File: config.mk
export PLATFORM = sky130hd
export DESIGN_NAME = prime_even_classifier
export DESIGN_NICKNAME = d
export VERILOG_FILES = /design/src/rtl/prime_even_pkg.sv /design/src/rtl/mod_serial.sv /design/src/rtl/prime_even_classifier.sv
export SDC_FILE = /design/constraint.sdc
export NUM_CORES = 1
export LEC_CHECK = 0
export ABC_AREA = 1
export BUFFER_PORTS_ARGS = -buffer_cell sky130_fd_sc_hd__buf_2
export CORE_UTILIZATION = 50
export CTS_CLUSTER_DIAMETER = 40
export DETAILED_ROUTE_END_ITERATION = 8
export PLACE_DENSITY = 0.78
export REMOVE_ABC_BUFFERS = 1
export SETUP_SLACK_MARGIN = 0.3
export SYNTH_ARGS = -nofsm -noshare
export SYNTH_HDL_FRONTEND = slang
export SYNTH_SLANG_ARGS = --single-unit
File: constraint.sdc
create_clock -name clk -period 8.1 [get_ports clk]
set_input_delay 0.81 -clock clk [delete_from_list [all_inputs] [get_ports clk]]
set_output_delay 0.81 -clock clk [all_outputs]
set_load 0.05 [all_outputs]
File: src/rtl/prime_even_pkg.sv
// Shared types and parameter limits for the prime/even classifier.
// Statistics counters exist only when CLASSIFIER_STATS_EN is defined.
package prime_even_pkg;

  localparam int unsigned WidthDefault = 8;
  localparam int unsigned WidthMin     = 2;
  localparam int unsigned WidthMax     = 16;
  localparam int unsigned CntWDefault  = 16;
  localparam int unsigned CntWMin      = 2;
  localparam int unsigned CntWMax      = 32;

  typedef enum logic [1:0] {
    StIdle,
    StCheck,
    StDiv,
    StDone
  } state_e;

endpackage

File: src/rtl/mod_serial.sv
// Restoring shift-subtract remainder: WIDTH cycles per operation.
// The first quotient bit is resolved on the start edge itself.
module mod_serial
  import prime_even_pkg::*;
#(
  parameter int unsigned WIDTH = WidthDefault
) (
  input  logic             clk,
  input  logic             rst_n,
  input  logic             start,
  input  logic [WIDTH-1:0] dividend,
  input  logic [WIDTH-1:0] divisor,
  output logic             done,
  output logic [WIDTH-1:0] rem
);

  localparam int unsigned CntBits = $clog2(WIDTH + 1);

  logic [WIDTH-1:0]   rem_q, sh_q, dv_q;
  logic [CntBits-1:0] cnt_q;
  logic               busy_q, done_q;

  logic [WIDTH-1:0] rem_src, dv_src, rem_step;
  logic             bit_src;
  logic [WIDTH:0]   trial;

  always_comb begin
    rem_src = rem_q;
    bit_src = sh_q[WIDTH-1];
    dv_src  = dv_q;
    if (start) begin
      rem_src = '0;
      bit_src = dividend[WIDTH-1];
      dv_src  = divisor;
    end
    trial    = {rem_src, bit_src};
    // Partial remainder stays below the divisor, so the low WIDTH bits suffice.
    rem_step = (trial >= {1'b0, dv_src}) ? WIDTH'(trial - {1'b0, dv_src}) : trial[WIDTH-1:0];
  end

  always_ff @(posedge clk or negedge rst_n) begin
    if (!rst_n) begin
      rem_q  <= '0;
      sh_q   <= '0;
      dv_q   <= '0;
      cnt_q  <= '0;
      busy_q <= 1'b0;
      done_q <= 1'b0;
    end else begin
      done_q <= 1'b0;
      if (start) begin
        rem_q  <= rem_step;
        sh_q   <= {dividend[WIDTH-2:0], 1'b0};
        dv_q   <= divisor;
        cnt_q  <= CntBits'(1);
        busy_q <= 1'b1;
      end else if (busy_q) begin
        rem_q <= rem_step;
        sh_q  <= {sh_q[WIDTH-2:0], 1'b0};
        cnt_q <= cnt_q + 1'b1;
        if (cnt_q == CntBits'(WIDTH - 1)) begin
          busy_q <= 1'b0;
          done_q <= 1'b1;
        end
      end
    end
  end

  assign done = done_q;
  assign rem  = rem_q;

endmodule

File: src/rtl/prime_even_classifier.sv
// Classifies an operand as prime/even by trial division over odd divisors.
// Define CLASSIFIER_STATS_EN to build the saturating result counters.
module prime_even_classifier
  import prime_even_pkg::*;
#(
  parameter int unsigned WIDTH = WidthDefault,
  parameter int unsigned CNT_W = CntWDefault
) (
  input  logic             clk,
  input  logic             rst_n,
  input  logic             clr,
  input  logic             in_valid,
  output logic             in_ready,
  input  logic [WIDTH-1:0] in_data,
  output logic             out_valid,
  input  logic             out_ready,
  output logic [WIDTH-1:0] out_data,
  output logic             primos,
  output logic             pares,
  output logic [CNT_W-1:0] cnt_primos,
  output logic [CNT_W-1:0] cnt_pares
);

  state_e           state_q, state_d;
  logic [WIDTH-1:0] n_q, n_d, d_q, d_d, d_inc, rem;
  logic             primos_q, primos_d, pares_q, pares_d;
  logic             start, mod_done;
  logic [2*WIDTH-1:0] d_ext, d_sq, n_ext;

  mod_serial #(
    .WIDTH(WIDTH)
  ) u_mod (
    .clk      (clk),
    .rst_n    (rst_n),
    .start    (start),
    .dividend (n_q),
    .divisor  (d_d),
    .done     (mod_done),
    .rem      (rem)
  );

  assign d_inc = d_q + WIDTH'(2);
  assign d_ext = {{WIDTH{1'b0}}, d_inc};
  assign d_sq  = d_ext * d_ext;
  assign n_ext = {{WIDTH{1'b0}}, n_q};

  always_comb begin
    state_d  = state_q;
    n_d      = n_q;
    d_d      = d_q;
    primos_d = primos_q;
    pares_d  = pares_q;
    start    = 1'b0;
    unique case (state_q)
      StIdle: begin
        if (in_valid) begin
          n_d     = in_data;
          pares_d = ~in_data[0];
          state_d = StCheck;
        end
      end
      StCheck: begin
        if (n_q < WIDTH'(2)) begin
          primos_d = 1'b0;
          state_d  = StDone;
        end else if (n_q == WIDTH'(2) || n_q == WIDTH'(3)) begin
          primos_d = 1'b1;
          state_d  = StDone;
        end else if (!n_q[0]) begin
          primos_d = 1'b0;
          state_d  = StDone;
        end else begin
          d_d     = WIDTH'(3);
          start   = 1'b1;
          state_d = StDiv;
        end
      end
      StDiv: begin
        if (mod_done) begin
          if (rem == '0) begin
            primos_d = 1'b0;
            state_d  = StDone;
          end else begin
            d_d = d_inc;
            if (d_sq > n_ext) begin
              primos_d = 1'b1;
              state_d  = StDone;
            end else begin
              start = 1'b1;
            end
          end
        end
      end
      StDone: begin
        if (out_ready) state_d = StIdle;
      end
      default: state_d = StIdle;
    endcase
  end

  always_ff @(posedge clk or negedge rst_n) begin
    if (!rst_n) begin
      state_q  <= StIdle;
      n_q      <= '0;
      d_q      <= '0;
      primos_q <= 1'b0;
      pares_q  <= 1'b0;
    end else begin
      state_q  <= state_d;
      n_q      <= n_d;
      d_q      <= d_d;
      primos_q <= primos_d;
      pares_q  <= pares_d;
    end
  end

  assign in_ready  = (state_q == StIdle);
  assign out_valid = (state_q == StDone);
  assign out_data  = n_q;
  assign primos    = primos_q;
  assign pares     = pares_q;

`ifdef CLASSIFIER_STATS_EN
  logic             xfer;
  logic [CNT_W-1:0] cnt_primos_q, cnt_pares_q;

  assign xfer = out_valid & out_ready;

  // Clear wins over a coincident increment; both counters hold at all-ones.
  always_ff @(posedge clk or negedge rst_n) begin
    if (!rst_n) begin
      cnt_primos_q <= '0;
      cnt_pares_q  <= '0;
    end else if (clr) begin
      cnt_primos_q <= '0;
      cnt_pares_q  <= '0;
    end else if (xfer) begin
      if (primos_q && !(&cnt_primos_q)) cnt_primos_q <= cnt_primos_q + 1'b1;
      if (pares_q && !(&cnt_pares_q))   cnt_pares_q  <= cnt_pares_q + 1'b1;
    end
  end

  assign cnt_primos = cnt_primos_q;
  assign cnt_pares  = cnt_pares_q;
`else
  logic unused_clr;
  assign unused_clr = clr;
  assign cnt_primos = '0;
  assign cnt_pares  = '0;
`endif

endmodule
==> metrics list <==
* Status: finished, final reports clean
* Overflow after GRT: 0
- Hold timing on the final database bottoms out at a slack of 0.4931 ns.
- In this run the power spent charging and discharging nets is 0.9301 mW.
- Hold Startpoint: pares
- Via count of the routed design: 4335
- Cell leakage power: 3.033 nW
- Post-route clock period utilization: 90.76%
- Relative to the synthesized area, the layout overhead comes to 5.604%.
* Most common cell on crit path: nand2_1
- CTS H-tree lvls: 2
* Core Rows: 36
* Biggest cell delay along the critical path: 0.54 ns
* Register cell area after layout: 1229 um2
- Fillers: 914
- The worst setup path is captured at a register.
- Clock Skew: 0.006544 ns
* Largest area contributor in the netlist: dfrtp_1
- The count of buffers added on input and output ports is 23.
* Critical path startpoint category: register
* Initial Util: 52.50%
* CTS tree: built
- The die covers 10820 um2.
* Antenna viol nets, final: 0
- Clock network latency to the later pin of the worst-skew pair: 0.30 ns
* Detailed-router iteration count before antenna repair: 4
* Maximum buffer depth of the clock tree: 2
- DRT iter0 DRCs: 177
- Global routing used 20.51% of the available tracks across all layers.
- Clock period minus worst slack: 7.351 ns
* Relative slew slack: 29.34%
- In the synthesized netlist, the number of instances is 699.
* Total count of hold-check failures in the final report: 0
- Post-synth ARST share: 100.0%
* Global-route wire length before repair: 18.74 mm
- Crit Path Max Fanout: 12
- Final number of max-transition violations: 0
- Summed over all nets, the half-perimeter wirelength after detailed placement is 8.865 mm.
- Count of clock tree sinks: 49
- After floorplanning, the core was sized to cover 9910 um2.
* Final antenna diode count: 0
* Portion of total power attributed to combinational logic: 67.0%
- Sum of negative setup slack: 0 ns
* Cts bufs inserted: 5
- Setup repair after global routing left no endpoint under its margin.
* Vias per cell: 5.035
* Origin of the critical flop-to-flop path: d_q[2]
- Cell internal pwr: 0.8024 mW
* Multi-input logic area: 3279 um2
- Synthesis instantiated 43 different standard cells from the library.
- During synthesis, Yosys emitted a total of 0 warnings.
* Sequential area share after synthesis: 23.57%
* Switching Share: 53.69%
- Critical-path cell with the highest stage delay: fa_1
- Derived from the worst setup path, the maximum achievable clock frequency is 136.0 MHz.
* Most common cell after layout, fill and taps aside: nand2_1
- DRT Wirelength: 10.78 mm
- Via count of the first global-routing pass: 4375
- Power per cell area: 315.4 nW/um2
* Flops & latches, synth: 49
* Top-level port count: 57
- DRC violations left: 0
* Mean routed wirelength per cell: 12.52 um
* Die Wd: 104.0 um
* Die H: 104.0 um
* Share of post-route cells with drive strength above 1: 14.01%
- Average cell area after synthesis: 7.443 um2
* Area share of the largest cell type after synthesis: 23.57%
- Of the total power, registers draw 24.7%.
* Antenna violations before repair: 0
* Count of flip-flops with a built-in enable after synthesis: 0
* Routability congestion estimate: 0.8675
- The final layout contains 817 nets.
* Max-Cap Viols: 0
- The cell sitting at the root of the clock tree is a clkbuf_8.
* Commonest cells after routing, fill and taps aside: nand2_1 (143), inv_1 (131), nor2_1 (53), ha_1 (48), dfrtp_1 (47)
* Predominant post-synthesis flop cell: dfrtp_1
- Post-CTS clock slew at the launch and capture registers of the worst setup and hold paths: 0.09 ns
* Share of total power in the clock network: 8.3%
- Entering global routing, the biggest net connects 50 pins.
* Cells taking the most area after synthesis: dfrtp_1 (24%), ha_1 (12%), nand2_1 (10%), fa_1 (10%), inv_1 (9.6%)
- IR analysis of the VDD net gives a maximum drop of 0.2964 mV.
- Transition time of the tightest slew-check pin: 1.060 ns
- At the worst endpoint, the required time is 8.34 ns.
- Kind of critical path: register to register
- Final setup violation count: 0
- Data on the critical path arrives at its endpoint at 7.59 ns.
- In this run the cell area of the synthesized design comes to 5202 um2.
- Launching element of the worst setup path: d_q[2]
* Class of the tightest hold or removal check: register to register
cell families (layout without fill, tap and decap cells):
family	Yosys count	in the layout	synth area share (%)
and+or+nand+nor	298	298	26.84
other	1	32	0.07208
xor gates and xnor gates	16	16	2.694
AOI/OAI and AO/OA	74	74	8.418
adders and majority gates	76	76	22.03
DFF	49	49	23.57
buffers and inverters	185	183	16.38
synth_stat cells (2+ instances only):
| cell type | instances |
|---|---|
| a21oi_1 | 19 |
| a31oi_1 | 2 |
| buf_4 | 32 |
| buf_6 | 3 |
| clkbuf_1 | 4 |
| clkinv_1 | 3 |
| dfrtp_1 | 49 |
| fa_1 | 26 |
| ha_1 | 50 |
| inv_1 | 133 |
| inv_2 | 7 |
| nand2_1 | 144 |
| nand2_2 | 16 |
| nand2_4 | 4 |
| nand2_8 | 2 |
| nand3_1 | 44 |
| nand3_2 | 2 |
| nand3b_1 | 2 |
| nand4_1 | 7 |
| nor2_1 | 55 |
| nor2_2 | 2 |
| nor2_4 | 4 |
| nor3_1 | 6 |
| o211ai_1 | 5 |
| o21ai_0 | 26 |
| o21ai_1 | 3 |
| o21ai_2 | 7 |
| o21bai_1 | 3 |
| o22ai_1 | 5 |
| or2_1 | 6 |
| or2_2 | 2 |
| xnor2_1 | 5 |
| xor2_1 | 11 |
critical path, delay by kind of cell, from the launching register on:
family          cells  cell delay (ns)
xor+xnor            3             0.54
buf+inv             6             0.45
simple gates       21             2.17
compound gates      7             0.97
flops               1             0.42
fa+ha+maj           7             2.71
layout make-up:
cell class              instances  area share (%)
repair buffers                 32           3.325
clock inverters                 1          0.1366
flip-flops and latches         49           22.36
well taps                     133           3.029
multi-input cells             496           59.69
clock buffers                   6           1.503
inverters                     144           9.952
final timing paths:
kind	to	slack, ns	depth (start not counted)
worst max-delay path	u_mod.rem[4]	0.75	44
worst min-delay path	pares	0.49	2
worst max register to register	u_mod.rem[4]	0.75	44
worst min register to register	pares	0.49	2
max in group asynchronous	d_q[3]	6.68	1
min in group asynchronous	u_mod.rem[4]	0.70	1
registers in the layout (all words and copies together) (netlist names):
name and cells:
u_mod.done 1, u_mod.dv_q 8, pares 1, state_q 2, u_mod.rem 8, d_q 8, out_data 8, primos 1
u_mod.sh_q 7, u_mod.cnt_q 4, u_mod.busy_q 1
per-stage QoR:
| step | util [%] | power [mW] | instances | cell area, um2 | setup WS, ns |
|---|---|---|---|---|---|
| global route | 55.44 | 1.892 | 861 | 5494 | 0.2495 |
| CTS | 54.80 | 1.697 | 858 | 5430 | 0.3727 |
| finish | 55.44 | 1.733 | 861 | 5494 | 0.7488 |
| floorplan | - | 1.296 | 689 | 5010 | 0.8432 |
| detailed placement | 53.85 | 1.540 | 851 | 5336 | 0.1696 |
| global placement | 53.85 | 1.490 | 851 | 5336 | 0.4406 |
power by group through the flow:
stage	Combinational [mW]	Sequential (mW)	Clock, mW
after floorplan	0.801	0.496	0
after detailed placement	1.11	0.432	0
final	1.16	0.428	0.145
after global routing	1.29	0.438	0.161
after global placement	1.07	0.424	0
after CTS	1.12	0.427	0.151
per-layer routing:
| metal | global-route usage, % | vias to the layer above | share of wire (%) |
|---|---|---|---|
| li1 | - | 2168 | - |
| met3 | 1.629 | 13 | 2.4 |
| met5 | 0 | - | 0 |
| met1 | 25.60 | 2068 | 45 |
| met4 | 6.531 | 0 | 1.1 |
| met2 | 37.38 | 86 | 51 |
repair_timing:
action | CTS | global route
hold buffers | 0 | 0
endpoints found under the hold margin | 0 | 0
gates cloned | 0 | 0
gates resized for setup | 2 | 14
setup buffers | 0 | 3
setup endpoints to repair | 8 | 8
pin swaps | 0 | 1
No activity file was read; power rests on OpenSTA's default activity.
